--- config.mk ---
export PLATFORM = sky130hd
export DESIGN_NAME = predictor_table_ctrl
export DESIGN_NICKNAME = d
export VERILOG_FILES = /design/src/rtl/predictor_pkg.sv /design/src/rtl/predictor_index_hash.sv /design/src/rtl/predictor_table_ctrl.sv
export SDC_FILE = /design/constraint.sdc
export NUM_CORES = 1
export LEC_CHECK = 0
export BUFFER_PORTS_ARGS = -buffer_cell sky130_fd_sc_hd__buf_2
export CORE_UTILIZATION = 50
export CTS_CLUSTER_DIAMETER = 30
export DETAILED_ROUTE_END_ITERATION = 6
export GPL_ROUTABILITY_DRIVEN = 0
export PLACE_DENSITY = 0.87
export SLEW_MARGIN = 40
export SYNTH_ARGS = -nofsm -noshare
export SYNTH_HDL_FRONTEND = slang
export SYNTH_SLANG_ARGS = --single-unit
--- constraint.sdc ---
create_clock -name clk -period 4.9 [get_ports clk]
set_clock_uncertainty 0.2 [all_clocks]
set_input_delay 0.735 -clock clk [delete_from_list [all_inputs] [get_ports clk]]
set_output_delay 0.735 -clock clk [all_outputs]
set_load 0.02 [all_outputs]
--- src/rtl/predictor_pkg.sv ---
// Shared types for the gshare predictor: 2-bit counter encoding, controller FSM states
// and the saturating counter update helpers.
package predictor_pkg;

    typedef logic [1:0] counter_t;

    localparam counter_t SNT = 2'b00;
    localparam counter_t WNT = 2'b01;
    localparam counter_t WT  = 2'b10;
    localparam counter_t ST  = 2'b11;

    typedef enum logic [1:0] {
        S_INIT       = 2'b00,
        S_INIT_FLUSH = 2'b01,
        S_IDLE       = 2'b10,
        S_RD         = 2'b11
    } state_t;

    function automatic counter_t sat_inc(input counter_t c);
        counter_t r;
        case (c)
            SNT:     r = WNT;
            WNT:     r = WT;
            WT:      r = ST;
            ST:      r = ST;
            default: r = ST;
        endcase
        return r;
    endfunction

    function automatic counter_t sat_dec(input counter_t c);
        counter_t r;
        case (c)
            SNT:     r = SNT;
            WNT:     r = SNT;
            WT:      r = WNT;
            ST:      r = WT;
            default: r = SNT;
        endcase
        return r;
    endfunction

endpackage

--- src/rtl/predictor_index_hash.sv ---
// Gshare index hash: word-aligned PC bits XOR global history. Also meant for the BTB indexer.
module predictor_index_hash #(
    parameter int INDEX_WIDTH = 8,
    parameter int PC_WIDTH    = 32
) (
    input  logic [PC_WIDTH-1:0]    i_pc,
    input  logic [INDEX_WIDTH-1:0] i_ghr,
    output logic [INDEX_WIDTH-1:0] o_index
);

    // Byte-offset and high PC bits do not take part in the hash.
    logic w_unused_pc;
    assign w_unused_pc = ^{i_pc[PC_WIDTH-1:INDEX_WIDTH+2], i_pc[1:0]};

    assign o_index = i_pc[INDEX_WIDTH+1:2] ^ i_ghr;

endmodule

--- src/rtl/predictor_table_ctrl.sv ---
// Gshare predictor controller: owns the dual-port counter SRAM, runs the init sweep,
// serves fetch predictions on port 0 and read-modify-write updates on port 1.
module predictor_table_ctrl
    import predictor_pkg::*;
#(
    parameter int       INDEX_WIDTH = 8,
    parameter int       PC_WIDTH    = 32,
    parameter counter_t INIT_STATE  = WNT
) (
    input  logic                   clk,
    input  logic                   rst_n,
    input  logic                   pred_req_valid,
    input  logic [PC_WIDTH-1:0]    pred_req_pc,
    output logic                   pred_req_ready,
    output logic                   pred_rsp_valid,
    output logic                   pred_rsp_taken,
    output logic [INDEX_WIDTH-1:0] pred_rsp_index,
    input  logic                   upd_valid,
    input  logic [INDEX_WIDTH-1:0] upd_index,
    input  logic                   upd_taken,
    output logic                   upd_ready,
    output logic                   init_done,
    output logic                   tbl_csb0,
    output logic                   tbl_web0,
    output logic [INDEX_WIDTH-1:0] tbl_addr0,
    input  logic [1:0]             tbl_dout0,
    output logic                   tbl_csb1,
    output logic                   tbl_web1,
    output logic [INDEX_WIDTH-1:0] tbl_addr1,
    output logic [1:0]             tbl_din1,
    input  logic [1:0]             tbl_dout1
);

    localparam logic [INDEX_WIDTH-1:0] IDX_ONE  = {{(INDEX_WIDTH-1){1'b0}}, 1'b1};
    localparam logic [INDEX_WIDTH-1:0] IDX_LAST = {INDEX_WIDTH{1'b1}};

    state_t                 r_state, w_state_nxt;
    logic [INDEX_WIDTH-1:0] r_sweep, w_sweep_nxt;
    logic [INDEX_WIDTH-1:0] r_ghr, w_ghr_nxt;
    logic [INDEX_WIDTH-1:0] r_upd_idx;
    logic                   r_upd_taken;
    logic                   r_init_done;
    logic                   r_rsp_valid;
    logic [INDEX_WIDTH-1:0] r_rsp_idx;
    logic                   r_byp_hit;
    logic                   r_byp_taken;
    logic [INDEX_WIDTH-1:0] w_idx;
    logic                   w_pred_acc;
    logic                   w_upd_acc;
    counter_t               w_new_ctr;
    logic                   w_unused_dout0;

    predictor_index_hash #(
        .INDEX_WIDTH (INDEX_WIDTH),
        .PC_WIDTH    (PC_WIDTH)
    ) u_hash (
        .i_pc    (pred_req_pc),
        .i_ghr   (r_ghr),
        .o_index (w_idx)
    );

    assign w_pred_acc = pred_req_valid & r_init_done;
    assign w_upd_acc  = upd_valid & upd_ready;
    assign w_new_ctr  = r_upd_taken ? sat_inc(tbl_dout1) : sat_dec(tbl_dout1);

    // Port 0: read-only prediction port, addressed in the accept cycle.
    always_comb begin
        tbl_csb0  = 1'b1;
        tbl_web0  = 1'b1;
        tbl_addr0 = '0;
        if (w_pred_acc) begin
            tbl_csb0  = 1'b0;
            tbl_addr0 = w_idx;
        end else begin
            tbl_csb0  = 1'b1;
        end
    end

    // Port 1 FSM: init sweep, then read (IDLE) / write-back (RD) counter updates.
    always_comb begin
        w_state_nxt = r_state;
        w_sweep_nxt = r_sweep;
        w_ghr_nxt   = r_ghr;
        upd_ready   = 1'b0;
        tbl_csb1    = 1'b1;
        tbl_web1    = 1'b1;
        tbl_addr1   = '0;
        tbl_din1    = SNT;
        // Held in reset, the SRAM must see a deselected port even though the state reads INIT.
        if (!rst_n) begin
            w_state_nxt = S_INIT;
        end else begin
            case (r_state)
                S_INIT: begin
                    tbl_csb1  = 1'b0;
                    tbl_web1  = 1'b0;
                    tbl_addr1 = r_sweep;
                    tbl_din1  = INIT_STATE;
                    if (r_sweep == IDX_LAST) begin
                        w_state_nxt = S_INIT_FLUSH;
                    end else begin
                        w_sweep_nxt = r_sweep + IDX_ONE;
                    end
                end
                S_INIT_FLUSH: begin
                    w_state_nxt = S_IDLE;
                end
                S_IDLE: begin
                    upd_ready = 1'b1;
                    if (upd_valid) begin
                        tbl_csb1    = 1'b0;
                        tbl_addr1   = upd_index;
                        w_ghr_nxt   = {r_ghr[INDEX_WIDTH-2:0], upd_taken};
                        w_state_nxt = S_RD;
                    end else begin
                        w_state_nxt = S_IDLE;
                    end
                end
                S_RD: begin
                    tbl_csb1    = 1'b0;
                    tbl_web1    = 1'b0;
                    tbl_addr1   = r_upd_idx;
                    tbl_din1    = w_new_ctr;
                    w_state_nxt = S_IDLE;
                end
                default: begin
                    w_state_nxt = S_INIT;
                end
            endcase
        end
    end

    // Controller state: FSM, sweep pointer, history and the held update.
    always_ff @(posedge clk or negedge rst_n) begin
        if (!rst_n) begin
            r_state     <= S_INIT;
            r_sweep     <= '0;
            r_ghr       <= '0;
            r_upd_idx   <= '0;
            r_upd_taken <= 1'b0;
            r_init_done <= 1'b0;
        end else begin
            r_state <= w_state_nxt;
            r_sweep <= w_sweep_nxt;
            r_ghr   <= w_ghr_nxt;
            if (w_upd_acc) begin
                r_upd_idx   <= upd_index;
                r_upd_taken <= upd_taken;
            end
            if (r_state == S_INIT_FLUSH) begin
                r_init_done <= 1'b1;
            end
        end
    end

    // Prediction response pipe; a read issued during RD to the written index is stale, so forward.
    always_ff @(posedge clk or negedge rst_n) begin
        if (!rst_n) begin
            r_rsp_valid <= 1'b0;
            r_rsp_idx   <= '0;
            r_byp_hit   <= 1'b0;
            r_byp_taken <= 1'b0;
        end else begin
            r_rsp_valid <= w_pred_acc;
            if (w_pred_acc) begin
                r_rsp_idx <= w_idx;
            end
            r_byp_hit   <= w_pred_acc && (r_state == S_RD) && (w_idx == r_upd_idx);
            r_byp_taken <= w_new_ctr[1];
        end
    end

    assign w_unused_dout0 = tbl_dout0[0];

    assign pred_req_ready = r_init_done;
    assign init_done      = r_init_done;
    assign pred_rsp_valid = r_rsp_valid;
    assign pred_rsp_index = r_rsp_idx;
    assign pred_rsp_taken = r_rsp_valid & (r_byp_hit ? r_byp_taken : tbl_dout0[1]);

endmodule

==> results.toml, run 1 <==
[setup_path]
rrSetupSlack_ps = 2700
cpPeakStageDelay_ps = 430
worstSetupPathType = "reg2out"
start_kind = "flip-flop"
worstReg2RegStart = "r_state[0]"
path_buf_inv = 2
cp.required_ps = 3960
r2r_end = "r_sweep[6]"
cpMaxStageDelayCell = "a222oi_1"
crit_path_max_fanout = 8
critPathTopFamily = "compound AO/OA/AOI/OAI gates"
crit_chain = "inv_1 > ha_1 > and2_1 > a222oi_1 > nor2_1 > buf_2"
reg2reg_depth = 6
end_kind = "output pin"
cp.arrival_ps = 2010

[global_routing]
grt_pass1_wl_mm = 7.33
track_usage = 0.232
grt_pass1_vias = 1563
grt_max_degree = 27
overflow = 0
antenna_found_initial = 0

[power_and_ir_drop]
p_total_uw = 799
p_leak_nw = 1.39
pwr-share-seq = 0.498
pwr-share-clk = 0.272
p_int_uw = 546
irDropWorstVdd_mv = 0.204
netSwitchingFraction = 0.317
combPwrFrac = 0.230
p_per_area_mw_per_mm2 = 324
p_sw_uw = 253

[final_layout]
finalNonFillerCells = 289
drive_gt1_frac = 0.393
nets = 296
areaGrowthSynthToFinish_pct = 19.1
diodes = 0

[sta]
finalCritPeriodShare = 0.600
hold_violations = 0
fmax_mhz = 340
grt_setup_unrepaired = "false"
finalCriticalPeriod_ps = 2940
relSlewSlack = 0.612
worst_pin_slew_ps = 580
slew_viol_final = 0
timing.hold.ws_ps = 229
setup_violations = 0
setup_tns_ps = 0
timing.final.ws_setup_ps = 1960

[clock_network]
cts-htree-levels = 2
path_clk_slew_ps = 70
cts_hold_buf = 0
clock_path_buffers = 2
cts.sinks = 39
cts_resized = 0
cts_setup_buffers = 0
cts_tree = "built"
clock_latency_ps = 290
cts_inserted_buffers = 5
cts_root_buffer = "clkbuf_8"

[min_path]
min_path_type = "in2async"

[placement]
dp_slack_ps = 1980
placed_cells = 282
hpwlAfterDp_mm = 3.45
port_buffers = 57

[synth]
synth.distinct_cells = 39
syn_inst = 182
synth-edff-count = 0
ys.flop_type = "dfrtp_1"
synth-seq-area-share = 0.471
synthTopCellsByArea = "dfrtp_1 47%, mux2_2 9.2%, ha_1 4.8%"
yosysTopAreaCell = "dfrtp_1"
yosysWarnings = 0
synth_top_area_frac = 0.471
async_flop_share = 1.00
avgSynthCellArea_sq_um = 11.4
synth_area_sq_mm = 0.00207
synth_fp_nets = 239
synth-seq-cells = 39

[outcome]
status = "complete, no violations"

[floorplan]
die-area_sq_mm = 0.00441
die_h_microns = 66.4
start_util = 0.518
core_area_sq_mm = 0.00400
fp.dieW_microns = 66.4
fp-row-count = 23
ios = 84

[drt]
vias = 1597
viasPerCell = 5.53
dr.pass1.iters = 4
drc_errors = 0
drtAntennaViolNets = 0
drt-initial-drc-count = 97
routedWlPerCell_microns = 15.9
finalWirelength_mm = 4.61

[job]
maxCapViolCount = 0
==> per-layer routing <==
layer,share of wire,vias to the layer above,track usage
li1,-,745,-
met4,0.022,0,0.106
met2,0.50,64,0.383
met1,0.41,779,0.278
met5,0,-,0
met3,0.068,9,0.0655
==> registers in the layout (all words and copies together), names as in the netlist <==
signal,count
r_state,2
pred_rsp_index,8
r_byp_taken,1
init_done,1
r_upd_taken,1
r_upd_idx,8
r_byp_hit,1
r_ghr,8
r_sweep,8
pred_rsp_valid,1
==> cells in the mapped netlist (3+ instances only) <==
cell,n
nand2_1,4
nand2b_1,3
inv_1,6
a21o_1,8
buf_4,4
mux2_2,17
ha_1,8
xnor2_1,10
nand3_1,5
o21a_1,4
nor2_1,18
a21oi_1,6
dfrtp_1,39
xor2_1,8
a222oi_1,7
==> metrics by stage <==
step	util	instance area, sq um
after floorplan	-	2070
after global placement	0.595	2380
after detailed placement	0.595	2380
after CTS	0.617	2470
after global routing	0.617	2470
final	0.617	2470
==> area by class of cell <==
type | count | area [sq um]
clock buffers | 6 | 82.6
repair buffers | 58 | 293
inverters | 6 | 22.5
clock inverters | 1 | 5.00
fillers | 320 | 1530
well taps | 50 | 62.6
multi-input cells | 129 | 1030
flip-flops and latches | 39 | 976
==> logic make-up (layout without fill, tap and decap cells) <==
family,after synthesis,in the layout,synth area share
compound gates,30,30,0.107
xor+xnor,18,18,0.0761
fa+ha+maj,10,10,0.0580
buf+inv,14,71,0.0338
flops,39,39,0.471
mux,21,21,0.115
other cells,1,1,0.00181
simple gates,49,49,0.137
==> cells in the final DEF, fill, tap and decap left out, types with 3 or more instances in the layout <==
| cell type | n |
|---|---|
| nor2_1 | 18 |
| mux2_2 | 17 |
| a222oi_1 | 7 |
| ha_1 | 8 |
| nand2_1 | 4 |
| nand3_1 | 5 |
| xnor2_1 | 10 |
| clkbuf_8 | 6 |
| xor2_1 | 8 |
| dfrtp_1 | 39 |
| buf_2 | 57 |
| inv_1 | 6 |
| nand2b_1 | 3 |
| o21a_1 | 4 |
| a21o_1 | 8 |
| a21oi_1 | 6 |
==> worst max path at each step <==
| stage | start | to | slack [ps] | depth (start not counted) |
|---|---|---|---|---|
| 4_1_cts | r_state[0] | tbl_addr1[3] | 1950 | 6 |
| 3_3_place_gp | rst_n | tbl_addr1[6] | 1990 | 4 |
| 5_1_grt | r_state[0] | tbl_addr1[4] | 1810 | 6 |
| 6_report | r_state[0] | tbl_addr1[4] | 1960 | 6 |
| 3_5_place_dp | rst_n | tbl_addr1[6] | 1980 | 4 |
| 2_1_floorplan | rst_n | tbl_addr1[6] | 2500 | 4 |
==> power by group through the flow <==
stage,combinational (mW),clock (mW),sequential (mW)
final,0.184,0.218,0.398
after detailed placement,0.182,0,0.402
after floorplan,0.133,0,0.391
after global placement,0.180,0,0.401
after global routing,0.205,0.234,0.402
after CTS,0.184,0.224,0.396
Power figures use the tool's default switching activity.
==> run 2: changes to the inputs <==
--- a/config.mk
+++ b/config.mk
@@ -6,11 +6,11 @@
 export NUM_CORES = 1
 export LEC_CHECK = 0
 export BUFFER_PORTS_ARGS = -buffer_cell sky130_fd_sc_hd__buf_2
-export CORE_UTILIZATION = 50
+export CORE_UTILIZATION = 48
 export CTS_CLUSTER_DIAMETER = 30
 export DETAILED_ROUTE_END_ITERATION = 6
 export GPL_ROUTABILITY_DRIVEN = 0
-export PLACE_DENSITY = 0.87
+export PLACE_DENSITY = 0.85
 export SLEW_MARGIN = 40
 export SYNTH_ARGS = -nofsm -noshare
 export SYNTH_HDL_FRONTEND = slang
==> constraint.sdc (replaced) <==
create_clock -name clk -period 2.8 [get_ports clk]
set_clock_uncertainty 0.2 [all_clocks]
set_input_delay 0.42 -clock clk [delete_from_list [all_inputs] [get_ports clk]]
set_output_delay 0.42 -clock clk [all_outputs]
set_load 0.02 [all_outputs]
==> run 2 against run 1 <==
Against the previous run: hold slack worse by 51 ps; sequential share of layout area shrank 0.38 points; register-to-register slack lost 2100 ps; non-clock buffer count increased by 2; utilization shrank 0.72 points; global-route usage shrank 0.89 points; clock power is 69% higher; routed wire length decreased by 2.0%; sequential power grew 75%; power increased by 74%; first-iteration DRC count rose by 35%; design area rose by 0.96%; largest power group unchanged; highest routed layer unchanged.
==> results.toml, run 2 (synthesis results as in run 1) <==
[outcome]
status = "complete, no violations"

[final_layout]
fill_cells = 331
areaGrowthSynthToFinish_pct = 20.2
layout_common_cells = "57 x buf_2, 39 x dfrtp_1, 18 x nor2_1"
layout_commonest_cell = "buf_2"
diodes = 0
finalNonFillerCells = 292
drive_gt1_frac = 0.388
stdcell_area_sq_mm = 0.00249
nets = 298

[sta]
setup_tns_ps = 0
fmax_mhz = 381
finalCriticalPeriod_ps = 2630
worst_pin_slew_ps = 583
hold_violations = 0
timing.hold.ws_ps = 178
relSlewSlack = 0.612
setup_violations = 0
grt_setup_unrepaired = "false"
timing.final.ws_setup_ps = 173
finalCritPeriodShare = 0.938
slew_viol_final = 0

[floorplan]
die_h_microns = 67.7
fp.dieW_microns = 67.7
die-area_sq_mm = 0.00458
core_area_sq_mm = 0.00409
fp-row-count = 23
ios = 84
start_util = 0.507

[drt]
dr.max_layer_used = "met4"
drtAntennaViolNets = 0
routedWlPerCell_microns = 15.5
wl_met3_microns = 229
finalWirelength_mm = 4.51
dr.pass1.iters = 4
drc_errors = 0
vias = 1592
m1WireLength_mm = 1.93
viasPerCell = 5.45
drt-initial-drc-count = 131
wl_met2_mm = 2.26

[setup_path]
crit_chain = "inv_1 > ha_1 > and2_1 > a222oi_1 > nor2_1 > buf_2"
cpPeakStageDelay_ps = 430
cpMaxStageDelayCell = "dfrtp_1"
start_kind = "flip-flop"
worstSetupPathType = "reg2out"
crit_path_max_fanout = 8
cp.arrival_ps = 2010
path_buf_inv = 2
end_kind = "output pin"
cp.required_ps = 2180
critPathTopFamily = "flip-flops"

[clock_network]
cts.sinks = 39
clock_latency_ps = 290
cts-htree-levels = 2
cts_inserted_buffers = 5
cts_root_buffer = "clkbuf_8"
cts_setup_buffers = 0
cts_tree = "built"
clock_path_buffers = 2
path_clk_slew_ps = 70

[global_routing]
antenna_found_initial = 0
overflow = 0
grt_pass1_vias = 1574
track_usage = 0.223
grt_pass1_wl_mm = 7.31
grt_max_degree = 20

[placement]
placed_cells = 283
dp_slack_ps = 480
hpwlAfterDp_mm = 3.45
port_buffers = 57
placed_cell_area_sq_mm = 0.00240

[power_and_ir_drop]
p_sw_uw = 449
pwr-share-clk = 0.265
pwr-share-seq = 0.501
netSwitchingFraction = 0.323
irDropWorstVdd_mv = 0.322
combPwrFrac = 0.234
p_leak_nw = 1.40
p_int_uw = 941
p_per_area_mw_per_mm2 = 558

[job]
maxCapViolCount = 0

[min_path]
min_path_type = "in2reg"
[run 2: cell count changes in the layout (fill, tap and decap cells not counted), sizes merged]
cell,change
buf,+1
clkbuf,+1
dlygate4sd3,+1
[run 2: repair_timing]
action,CTS,global route
resized for setup,0,0
hold buffers,1,0
endpoints found under the hold margin,8,0
[run 2: power groups by stage]
stage,Sequential (mW),Combinational [mW],Clock (mW)
3_3_place_gp,0.704,0.317,0
4_1_cts,0.695,0.328,0.370
2_1_floorplan,0.685,0.234,0
6_report,0.697,0.326,0.368
3_5_place_dp,0.705,0.324,0
5_1_grt,0.702,0.358,0.402
[run 2: stage by stage]
stage / power (mW) / util
after floorplan: 0.919 / -
after global placement: 1.02 / 0.587
after detailed placement: 1.03 / 0.587
after CTS: 1.39 / 0.610
after global routing: 1.46 / 0.610
final: 1.39 / 0.610
[run 2: final cells by class]
type / count / area (sq um) / share of cell area
Multi-Input combinational cell: 129 / 1030 / 0.412
Inverter: 6 / 22.5 / 0.00904
Sequential cell: 39 / 976 / 0.392
Clock inverter: 1 / 5.00 / 0.00201
Tap cell: 50 / 62.6 / 0.0251
Clock buffer: 7 / 76.3 / 0.0306
Timing Repair Buffer: 60 / 323 / 0.130
[run 2: worst paths after layout]
kind | start | endpoint | slack [ps] | depth (start not counted)
worst min register to register | pred_rsp_index[1] | pred_rsp_index[1] | 270 | 1
worst min-delay path | upd_taken | r_ghr[0] | 180 | 2
max in group asynchronous | rst_n | pred_rsp_index[1] | 1330 | 4
worst max register to register | r_state[0] | r_sweep[6] | 590 | 6
worst max-delay path | r_state[0] | tbl_addr1[3] | 170 | 6
min in group asynchronous | rst_n | pred_rsp_index[0] | 360 | 2
[run 2: routing by layer]
| layer | vias to the layer above | GRT usage |
|---|---|---|
| li1 | 759 | - |
| met1 | 774 | 0.273 |
| met2 | 48 | 0.371 |
| met3 | 11 | 0.0591 |
| met4 | 0 | 0.0851 |
| met5 | - | 0 |
==> run 3: changes to the inputs <==
--- a/config.mk
+++ b/config.mk
@@ -5,7 +5,8 @@
 export SDC_FILE = /design/constraint.sdc
 export NUM_CORES = 1
 export LEC_CHECK = 0
-export BUFFER_PORTS_ARGS = -buffer_cell sky130_fd_sc_hd__buf_2
+export BUFFER_PORTS_ARGS = -buffer_cell sky130_fd_sc_hd__clkbuf_2
+export CAP_MARGIN = 10
 export CORE_UTILIZATION = 48
 export CTS_CLUSTER_DIAMETER = 30
 export DETAILED_ROUTE_END_ITERATION = 6
==> run 3 against run 2 <==
Against the previous run: utilization fell by 0.49 points; flip-flop and latch count did not move; global-route usage fell by 0.37 points; hold slack got worse by 6.1 ps; first-iteration DRC count fell by 4.6%; worst setup slack got worse by 60 ps.
==> results.toml, run 3 (synthesis results as in run 1) <==
[min_path]
hp-start = "upd_taken"
hold_depth = 2
min_path_type = "in2reg"
holdPathEnd = "r_upd_taken"

[floorplan]
ios = 84
core_area_sq_mm = 0.00409
die_h_microns = 67.7
die-area_sq_mm = 0.00458
start_util = 0.507
fp.dieW_microns = 67.7
fp-row-count = 23

[final_layout]
fill_cells = 327
seq_area_sq_um = 976
nets = 297
layout_commonest_cell = "clkbuf_2"
diodes = 0
drive_gt1_frac = 0.386
multi_input_area_sq_mm = 0.00103
areaGrowthSynthToFinish_pct = 19.3
layout_common_cells = "57 x clkbuf_2, 39 x dfrtp_1, 18 x nor2_1"

[global_routing]
grt_max_degree = 36
grt_pass1_wl_mm = 7.21
grt_busiest_layer = "met2"
grt_pass1_vias = 1489
track_usage = 0.219
grt.met1_usage = 0.281
use_met2 = 0.360
antenna_found_initial = 0
met3_usage = 0.0507
overflow = 0

[setup_path]
cpMostUsedCell = "clkbuf_2"
crit_path_max_fanout = 15
cp.arrival_ps = 2070
worstReg2RegStart = "r_state[0]"
r2r_end = "r_sweep[6]"
rrSetupSlack_ps = 660
cp.required_ps = 2180
cpPeakStageDelay_ps = 550
worstSetupPathType = "in2out"
reg2reg_depth = 6
end_kind = "output pin"
crit_chain = "dlygate4sd3_1 > clkbuf_2 > nand2b_1 > nor2_1 > clkbuf_2"
start_kind = "primary input"
cpMaxStageDelayCell = "dlygate4sd3_1"

[drt]
finalWirelength_mm = 4.58
viasPerCell = 5.38
dr.pass1.iters = 5
routedWlPerCell_microns = 15.7
drt-initial-drc-count = 125
vias = 1567
drtAntennaViolNets = 0
drc_errors = 0

[sta]
slew_viol_final = 0
fmax_mhz = 372
timing.final.ws_setup_ps = 114
timing.hold.ws_ps = 172
relSlewSlack = 0.606
hold_violations = 0
finalCriticalPeriod_ps = 2690
worst_pin_slew_ps = 589
grt_setup_unrepaired = "false"
finalCritPeriodShare = 0.959
setup_violations = 0
setup_tns_ps = 0

[power_and_ir_drop]
irDropWorstVdd_mv = 0.340
p_leak_nw = 1.37
p_per_area_mw_per_mm2 = 564
p_total_mw = 1.39

[clock_network]
clock_latency_ps = 290
clock_path_buffers = 2
cts_root_buffer = "clkbuf_8"
cts-htree-levels = 2
path_clk_slew_ps = 70
cts_setup_buffers = 0
cts.sinks = 39
cts_inserted_buffers = 5
cts_tree = "built"

[placement]
dp_slack_ps = 522
hpwlAfterDp_mm = 3.45
port_buffers = 57

[outcome]
status = "complete, no violations"

[job]
maxCapViolCount = 0
## run 3: changes by cell type in the layout (fill, tap and decap cells not counted)
cell      previous run  this run
buf_12               1         0
clkbuf_2             0        57
buf_2               57         0
## run 3: power breakdown
group          switching [mW]  leakage [nW]  internal, mW
logic                   0.179         0.795         0.146
clock network           0.197        0.0422         0.175
registers              0.0802         0.530         0.616
## run 3: worst max-delay path, delay by kind of cell
family	cells	cell delay, ps
and+or+nand+nor	2	540
buffers and inverters	3	1110
## run 3: how the worst max path moves through the flow
| stage | start | end | cells after the start |
|---|---|---|---|
| finish | rst_n | tbl_addr1[1] | 5 |
| global route | rst_n | tbl_addr1[6] | 5 |
| CTS | rst_n | tbl_addr1[6] | 5 |
| detailed placement | r_state[0] | tbl_addr1[0] | 6 |
| global placement | r_state[0] | tbl_addr1[4] | 6 |
| floorplan | r_state[0] | tbl_addr1[7] | 6 |
## run 3: final cells by class
type / count / share of cell area
Sequential cell: 39 / 0.395
Multi-Input combinational cell: 129 / 0.415
Clock inverter: 1 / 0.00203
Tap cell: 50 / 0.0253
Inverter: 6 / 0.00911
Timing Repair Buffer: 59 / 0.123
Clock buffer: 7 / 0.0309
## run 3: stage by stage
step                      instance area (sq um)   util  instances
after global placement                     2380  0.582        282
after floorplan                            2070      -        182
final                                      2470  0.605        291
after detailed placement                   2380  0.582        282
after CTS                                  2470  0.605        291
after global routing                       2470  0.605        291
## run 3: routing by layer
metal	wire length (microns)	vias to the layer above
met1	2040	767
met3	259	5
li1	-	748
met2	2240	47
met5	0	-
met4	37	0
## run 3: what timing repair did
action / 4_1_cts / 5_1_grt
gates resized for setup: 0 / 0
hold buffers: 1 / 0
endpoints found under the hold margin: 4 / 0
